==> config.mk <==
export PLATFORM = sky130hd
export DESIGN_NAME = fetch_seq
export DESIGN_NICKNAME = d
export VERILOG_FILES = /design/src/rtl/fetch_seq.sv
export SDC_FILE = /design/constraint.sdc
export NUM_CORES = 1
export LEC_CHECK = 0
export BUFFER_PORTS_ARGS = -buffer_cell sky130_fd_sc_hd__buf_2
export CORE_UTILIZATION = 35
export CTS_CLUSTER_SIZE = 14
export DETAILED_ROUTE_END_ITERATION = 6
export GPL_ROUTABILITY_DRIVEN = 0
export SKIP_CTS_REPAIR_TIMING = 1
export SLEW_MARGIN = 0
export SYNTH_ARGS = -nofsm -noshare
export SYNTH_HDL_FRONTEND = slang
export SYNTH_SLANG_ARGS = --single-unit
==> constraint.sdc <==
create_clock -name clk -period 8.4 [get_ports clk]
set_input_delay 0.84 -clock clk [delete_from_list [all_inputs] [get_ports clk]]
set_output_delay 0.84 -clock clk [all_outputs]
set_load 0.02 [all_outputs]
==> src/rtl/fetch_seq.sv <==
// rtl/fetch_seq.sv - byte-serial instruction fetch and decode sequencer
// Optional watchdog: define FETCH_SEQ_TIMEOUT_EN to enable the per-byte TIMEOUT counter.
module fetch_seq #(
    parameter int TIMEOUT = 16
) (
    input  logic        clk,
    input  logic        rst_n,
    input  logic        start,
    input  logic        flush,
    input  logic [63:0] pc,
    output logic        mem_req,
    output logic [63:0] mem_addr,
    input  logic [7:0]  mem_rdata,
    input  logic        mem_rvalid,
    output logic        busy,
    output logic        done,
    output logic [3:0]  icode,
    output logic [3:0]  ifun,
    output logic [3:0]  rA,
    output logic [3:0]  rB,
    output logic [63:0] valC,
    output logic [63:0] valP,
    output logic        instr_err
);

    typedef enum logic [1:0] {S_IDLE, S_FETCH, S_DONE} state_t;

    state_t      r_state;
    state_t      w_state_nxt;
    logic [63:0] r_pc;
    logic [3:0]  r_idx;
    logic [3:0]  r_len;
    logic        r_len_vld;

    // Fields under assembly; published to the outputs only on the FETCH->DONE edge
    logic [3:0]  r_wk_icode;
    logic [3:0]  r_wk_ifun;
    logic [3:0]  r_wk_ra;
    logic [3:0]  r_wk_rb;
    logic [63:0] r_wk_valc;
    logic        r_wk_err;

    logic [3:0]  r_icode;
    logic [3:0]  r_ifun;
    logic [3:0]  r_ra;
    logic [3:0]  r_rb;
    logic [63:0] r_valc;
    logic [63:0] r_valp;
    logic        r_err;

    logic        w_all_bytes;
    logic        w_mem_req;
    logic        w_cap;
    logic        w_timeout;
    logic        w_commit;
    logic        w_len_mode2;

    function automatic logic [3:0] len_of(input logic [3:0] code);
        case (code)
            4'h0, 4'h1, 4'h9:       len_of = 4'd1;
            4'h2, 4'h6, 4'hA, 4'hB: len_of = 4'd2;
            4'h7, 4'h8:             len_of = 4'd9;
            4'h3, 4'h4, 4'h5:       len_of = 4'd10;
            default:                len_of = 4'd1;
        endcase
    endfunction

    assign w_all_bytes = r_len_vld && (r_idx == r_len);
    assign w_mem_req   = (r_state == S_FETCH) && !w_all_bytes;
    assign w_cap       = w_mem_req && mem_rvalid && !flush;
    assign w_len_mode2 = (r_len == 4'd2) || (r_len == 4'd10);

`ifdef FETCH_SEQ_TIMEOUT_EN
    localparam int TW = $clog2(TIMEOUT) + 1;
    logic [TW-1:0] r_tcnt;

    assign w_timeout = w_mem_req && !w_cap && !flush && (r_tcnt == TW'(TIMEOUT - 1));

    always_ff @(posedge clk) begin
        if (!rst_n) begin
            r_tcnt <= '0;
        end else if ((r_state != S_FETCH) || w_cap) begin
            r_tcnt <= '0;
        end else begin
            r_tcnt <= r_tcnt + 1'b1;
        end
    end
`else
    logic [31:0] w_unused_timeout;
    assign w_unused_timeout = TIMEOUT;
    assign w_timeout        = 1'b0;
`endif

    always_comb begin
        w_state_nxt = r_state;
        case (r_state)
            S_IDLE:  if (start) w_state_nxt = S_FETCH;
            S_FETCH: if (w_all_bytes || w_timeout) w_state_nxt = S_DONE;
            S_DONE:  w_state_nxt = S_IDLE;
            default: w_state_nxt = S_IDLE;
        endcase
        if (flush) w_state_nxt = S_IDLE;
    end

    assign w_commit = (r_state == S_FETCH) && (w_state_nxt == S_DONE);

    always_ff @(posedge clk) begin
        if (!rst_n) begin
            r_state    <= S_IDLE;
            r_pc       <= '0;
            r_idx      <= '0;
            r_len      <= '0;
            r_len_vld  <= 1'b0;
            r_wk_icode <= '0;
            r_wk_ifun  <= '0;
            r_wk_ra    <= 4'hF;
            r_wk_rb    <= 4'hF;
            r_wk_valc  <= '0;
            r_wk_err   <= 1'b0;
            r_icode    <= '0;
            r_ifun     <= '0;
            r_ra       <= 4'hF;
            r_rb       <= 4'hF;
            r_valc     <= '0;
            r_valp     <= '0;
            r_err      <= 1'b0;
        end else begin
            r_state <= w_state_nxt;
            if ((r_state == S_IDLE) && start && !flush) begin
                r_pc       <= pc;
                r_idx      <= '0;
                r_len      <= '0;
                r_len_vld  <= 1'b0;
                r_wk_icode <= '0;
                r_wk_ifun  <= '0;
                r_wk_ra    <= 4'hF;
                r_wk_rb    <= 4'hF;
                r_wk_valc  <= '0;
                r_wk_err   <= 1'b0;
            end
            if (w_cap) begin
                r_idx <= r_idx + 4'd1;
                if (r_idx == 4'd0) begin
                    r_wk_icode <= mem_rdata[7:4];
                    r_wk_ifun  <= mem_rdata[3:0];
                    r_len      <= len_of(mem_rdata[7:4]);
                    r_len_vld  <= 1'b1;
                    r_wk_err   <= (mem_rdata[7:6] == 2'b11);
                end else if ((r_idx == 4'd1) && w_len_mode2) begin
                    r_wk_ra <= mem_rdata[7:4];
                    r_wk_rb <= mem_rdata[3:0];
                end else if (r_len == 4'd9) begin
                    r_wk_valc[{r_idx - 4'd1, 3'b000} +: 8] <= mem_rdata;
                end else if (r_len == 4'd10) begin
                    r_wk_valc[{r_idx - 4'd2, 3'b000} +: 8] <= mem_rdata;
                end
            end
            if (w_commit) begin
                r_icode <= r_wk_icode;
                r_ifun  <= r_wk_ifun;
                r_ra    <= r_wk_ra;
                r_rb    <= r_wk_rb;
                r_valc  <= r_wk_valc;
                r_valp  <= r_pc + {60'd0, r_len};
                r_err   <= r_wk_err | w_timeout;
            end
        end
    end

    assign mem_req   = w_mem_req;
    assign mem_addr  = w_mem_req ? (r_pc + {60'd0, r_idx}) : 64'd0;
    assign busy      = (r_state == S_FETCH);
    assign done      = (r_state == S_DONE);
    assign icode     = r_icode;
    assign ifun      = r_ifun;
    assign rA        = r_ra;
    assign rB        = r_rb;
    assign valC      = r_valc;
    assign valP      = r_valp;
    assign instr_err = r_err;

endmodule
==> results.ini <==
[run_status]
outcome = complete, no violations

[power]
p_sw_uw = 775
total_power_mw = 3.12
pwr-share-seq_pct = 47.3
leakagePower_nw = 6.54
powerDensity_nw_per_um2 = 179
p_clk_share_pct = 47.4
pwr-share-comb_pct = 5.3
switching_share_pct = 24.8
ir_drop_mv = 0.110
internal_power_mw = 2.35

[synth]
synth-xor-area-share_pct = 6.89
yosysTopAreaCellShare_pct = 40.9
async_flop_share_pct = 0
synth_edf_count = 0
ys.flop_type = dfxtp_1
synth_top_family_by_area = simple AND/OR/NAND/NOR gates
yosys.cell_types.count = 78
synthCells = 1887
syn-mean-instance-area_sq_um = 7.81
synth-seq-cells = 301
synth-compound-area-share_pct = 18.2
synth_area_leaders = dfxtp_1 (41%), nand2_1 (10%), a21oi_1 (7.7%)
synth-simple-area-share_pct = 26.4
yosysSeqAreaShare_pct = 40.9
synthMuxAreaShare_pct = 0.916
synth_adder_area_share_pct = 1.88
synth_fp_nets = 1985
ys_warn_count = 0
yosys.area.top_type = dfxtp_1
syn_area_sq_um = 14700

[critical_path]
start_kind = register
crit_buf_inv = 1
r2r_slack_ns = 4.26
slowest_delay_ns = 0.82
cp_cell_sequence = nand4_1 -> nor4_1 -> nand4_1 -> or3_1 -> a21oi_1 -> buf_2
crit_fanout = 21
critPathKind = reg -> out
rr_endpoint = r_wk_valc[11]$_SDFF_PN0_
critPathTopFamily = simple AND/OR/NAND/NOR gates
critPathSlowestCell = nand4_1
cp.arrival_ns = 4.18
reg2reg_from = r_idx[0]$_SDFFE_PN0P_
cp.required_ns = 7.56
path_common_cell = nand4_1
critPathCaptureType = primary output
r2r_cells = 8

[timing]
fmax_mhz = 199
fin_crit_sh_pct = 59.7
maxSlewHeadroom_pct = 30.6
rsz0062_at_grt = no
maxSlewViolCount = 0
skew_ns = 0.0146
hold_viol = 0
tightestPinTransition_ns = 1.03
setup_viol = 0
fin_crit_ns = 5.02
setup_slack_ns = 3.38
setup_tns_ns = 0

[drt]
ant_nets = 0
vias_per_cell = 5.46
wire_per_inst_um = 19.7
wl_um = 52000
vias = 14400
drc = 0
dr.pass1.iters = 6
dr.first_iter.drc_count = 1070

[floorplan]
fp.dieH_um = 207
num_rows = 74
dieArea_sq_um = 43000
core_area_sq_um = 41200
initial_core_util_pct = 35.8
die_w_um = 207
ios = 289

[final_layout]
seq_area_sq_um = 6030
fin_cells = 2636
fin_util_pct = 42.4
diodes = 0
nets = 2182
fillCellCount = 4271
drive_gt1_share_pct = 19.4
multiInputGateArea_sq_um = 8040
syn2layout_area_growth_pct = 18.5

[global_route]
grt_pass1_vias = 13700
grt_pass1_wl_um = 80700
track_usage_pct = 23.7
grt_max_degree = 107
grt_overflow = 0
antenna_found_initial = 0

[clock_network]
clk_pin_slew_ns = 0.05
cts_sinks = 301
h-tree-depth = 2
cts-root-buf = clkbuf_16
cts_buffers = 36
clock_latency_ns = 0.55
cts_tree = built
cts.path.max_buffers = 3

[placed_design]
place_ws_ns = 4.00
dp.cells = 2578
hpwl_um = 36800
io_buffers = 288

[worst_hold_path]
min_path_cells = 2
hold_end = valC[25]$_SDFFE_PN0P_
min_path_type = reg -> reg
holdCritStartpoint = valC[25]$_SDFFE_PN0P_

[run]
cap_violations = 0

## state kept, by name, indices dropped and copies added, names as in the netlist
signal      flops
r_pc           64
r_wk_valc      64
valC           64
valP           64
icode           4
ifun            4
rA              4
rB              4
r_idx           4
r_len           4
r_wk_icode      4
r_wk_ifun       4
r_wk_ra         4
r_wk_rb         4
r_state         2
instr_err       1
r_len_vld       1
r_wk_err        1
## synth_stat cells (6+ instances only)
library cell	n
clkbuf_1	94
and4_1	7
a22o_1	18
a21o_1	6
nor3_1	39
ha_1	19
a211oi_1	29
o21ai_0	77
dfxtp_1	301
o21ai_1	7
o211ai_1	7
o22ai_1	7
nor4_1	21
mux2i_1	9
xor2_1	41
nor2_1	130
and3_1	20
or3_1	25
nand2_1	393
a21oi_1	227
inv_1	23
buf_2	36
nor2b_1	13
a32o_1	12
or2_2	17
xnor2_1	75
nand3_1	73
nor3b_1	10
or4_1	8
nand4_1	32
## tightest hold or removal path: cells and delay by family (launching register included)
kind | cells | cell delay [ns]
flip-flops | 1 | 0.30
AND/OR/NAND/NOR | 1 | 0.05
AO/OA/AOI/OAI | 1 | 0.05
## through the flow
stage / instance area [sq um] / hold WS, ns
3_3_place_gp: 16400 / 0.438
5_1_grt: 17500 / 0.474
2_1_floorplan: 14700 / 0.426
6_report: 17500 / 0.449
3_5_place_dp: 16400 / 0.446
4_1_cts: 17500 / 0.454
## metal layers
metal,GRT usage [%],part of all wire [%],vias up
li1,-,-,6939
met1,29.6,42,6815
met2,40.4,48,542
met3,4.75,6.7,107
met4,8.52,3.0,0
met5,0,0,-
## cell families after synthesis
logic type / after synthesis
buf+inv: 169
fa+ha+maj: 21
compound gates: 444
simple gates: 823
flops: 301
mux: 13
xor+xnor: 116
## power groups by stage
stage / registers (mW) / clock network, mW / logic (mW)
after floorplan: 1.49 / 0 / 0.113
final: 1.48 / 1.48 / 0.165
after global routing: 1.48 / 1.57 / 0.180
after global placement: 1.51 / 0 / 0.164
after detailed placement: 1.51 / 0 / 0.166
after CTS: 1.48 / 1.51 / 0.167
## worst max-delay path by stage
stage / from / to / slack [ns] / cells after the start
after detailed placement: r_pc[23]$_SDFFE_PN0P_ / mem_addr[62] / 4.00 / 6
after global routing: r_pc[23]$_SDFFE_PN0P_ / mem_addr[60] / 3.20 / 7
after floorplan: r_pc[52]$_SDFFE_PN0P_ / mem_addr[63] / 5.13 / 6
after CTS: r_pc[23]$_SDFFE_PN0P_ / mem_addr[52] / 3.42 / 7
final: r_pc[23]$_SDFFE_PN0P_ / mem_addr[62] / 3.38 / 6
after global placement: r_pc[23]$_SDFFE_PN0P_ / mem_addr[60] / 4.11 / 7
## cells in the final DEF, fill, tap and decap left out, types with 36 or more instances in the layout
master	n
xnor2_1	75
nand3_1	73
nand2_1	393
dfxtp_1	301
clkbuf_16	36
xor2_1	41
o21ai_0	77
nor3_1	39
nor2_1	130
buf_2	288
a21oi_1	227
## area by class of cell
type	instances	area share, %
Sequential cell	301	34.5
Clock inverter	12	0.602
Inverter	24	0.544
Tap cell	532	3.81
Timing Repair Buffer	304	8.94
Clock buffer	46	5.60
Multi-Input combinational cell	1417	46.0
No activity file was read; power rests on OpenSTA's default activity.
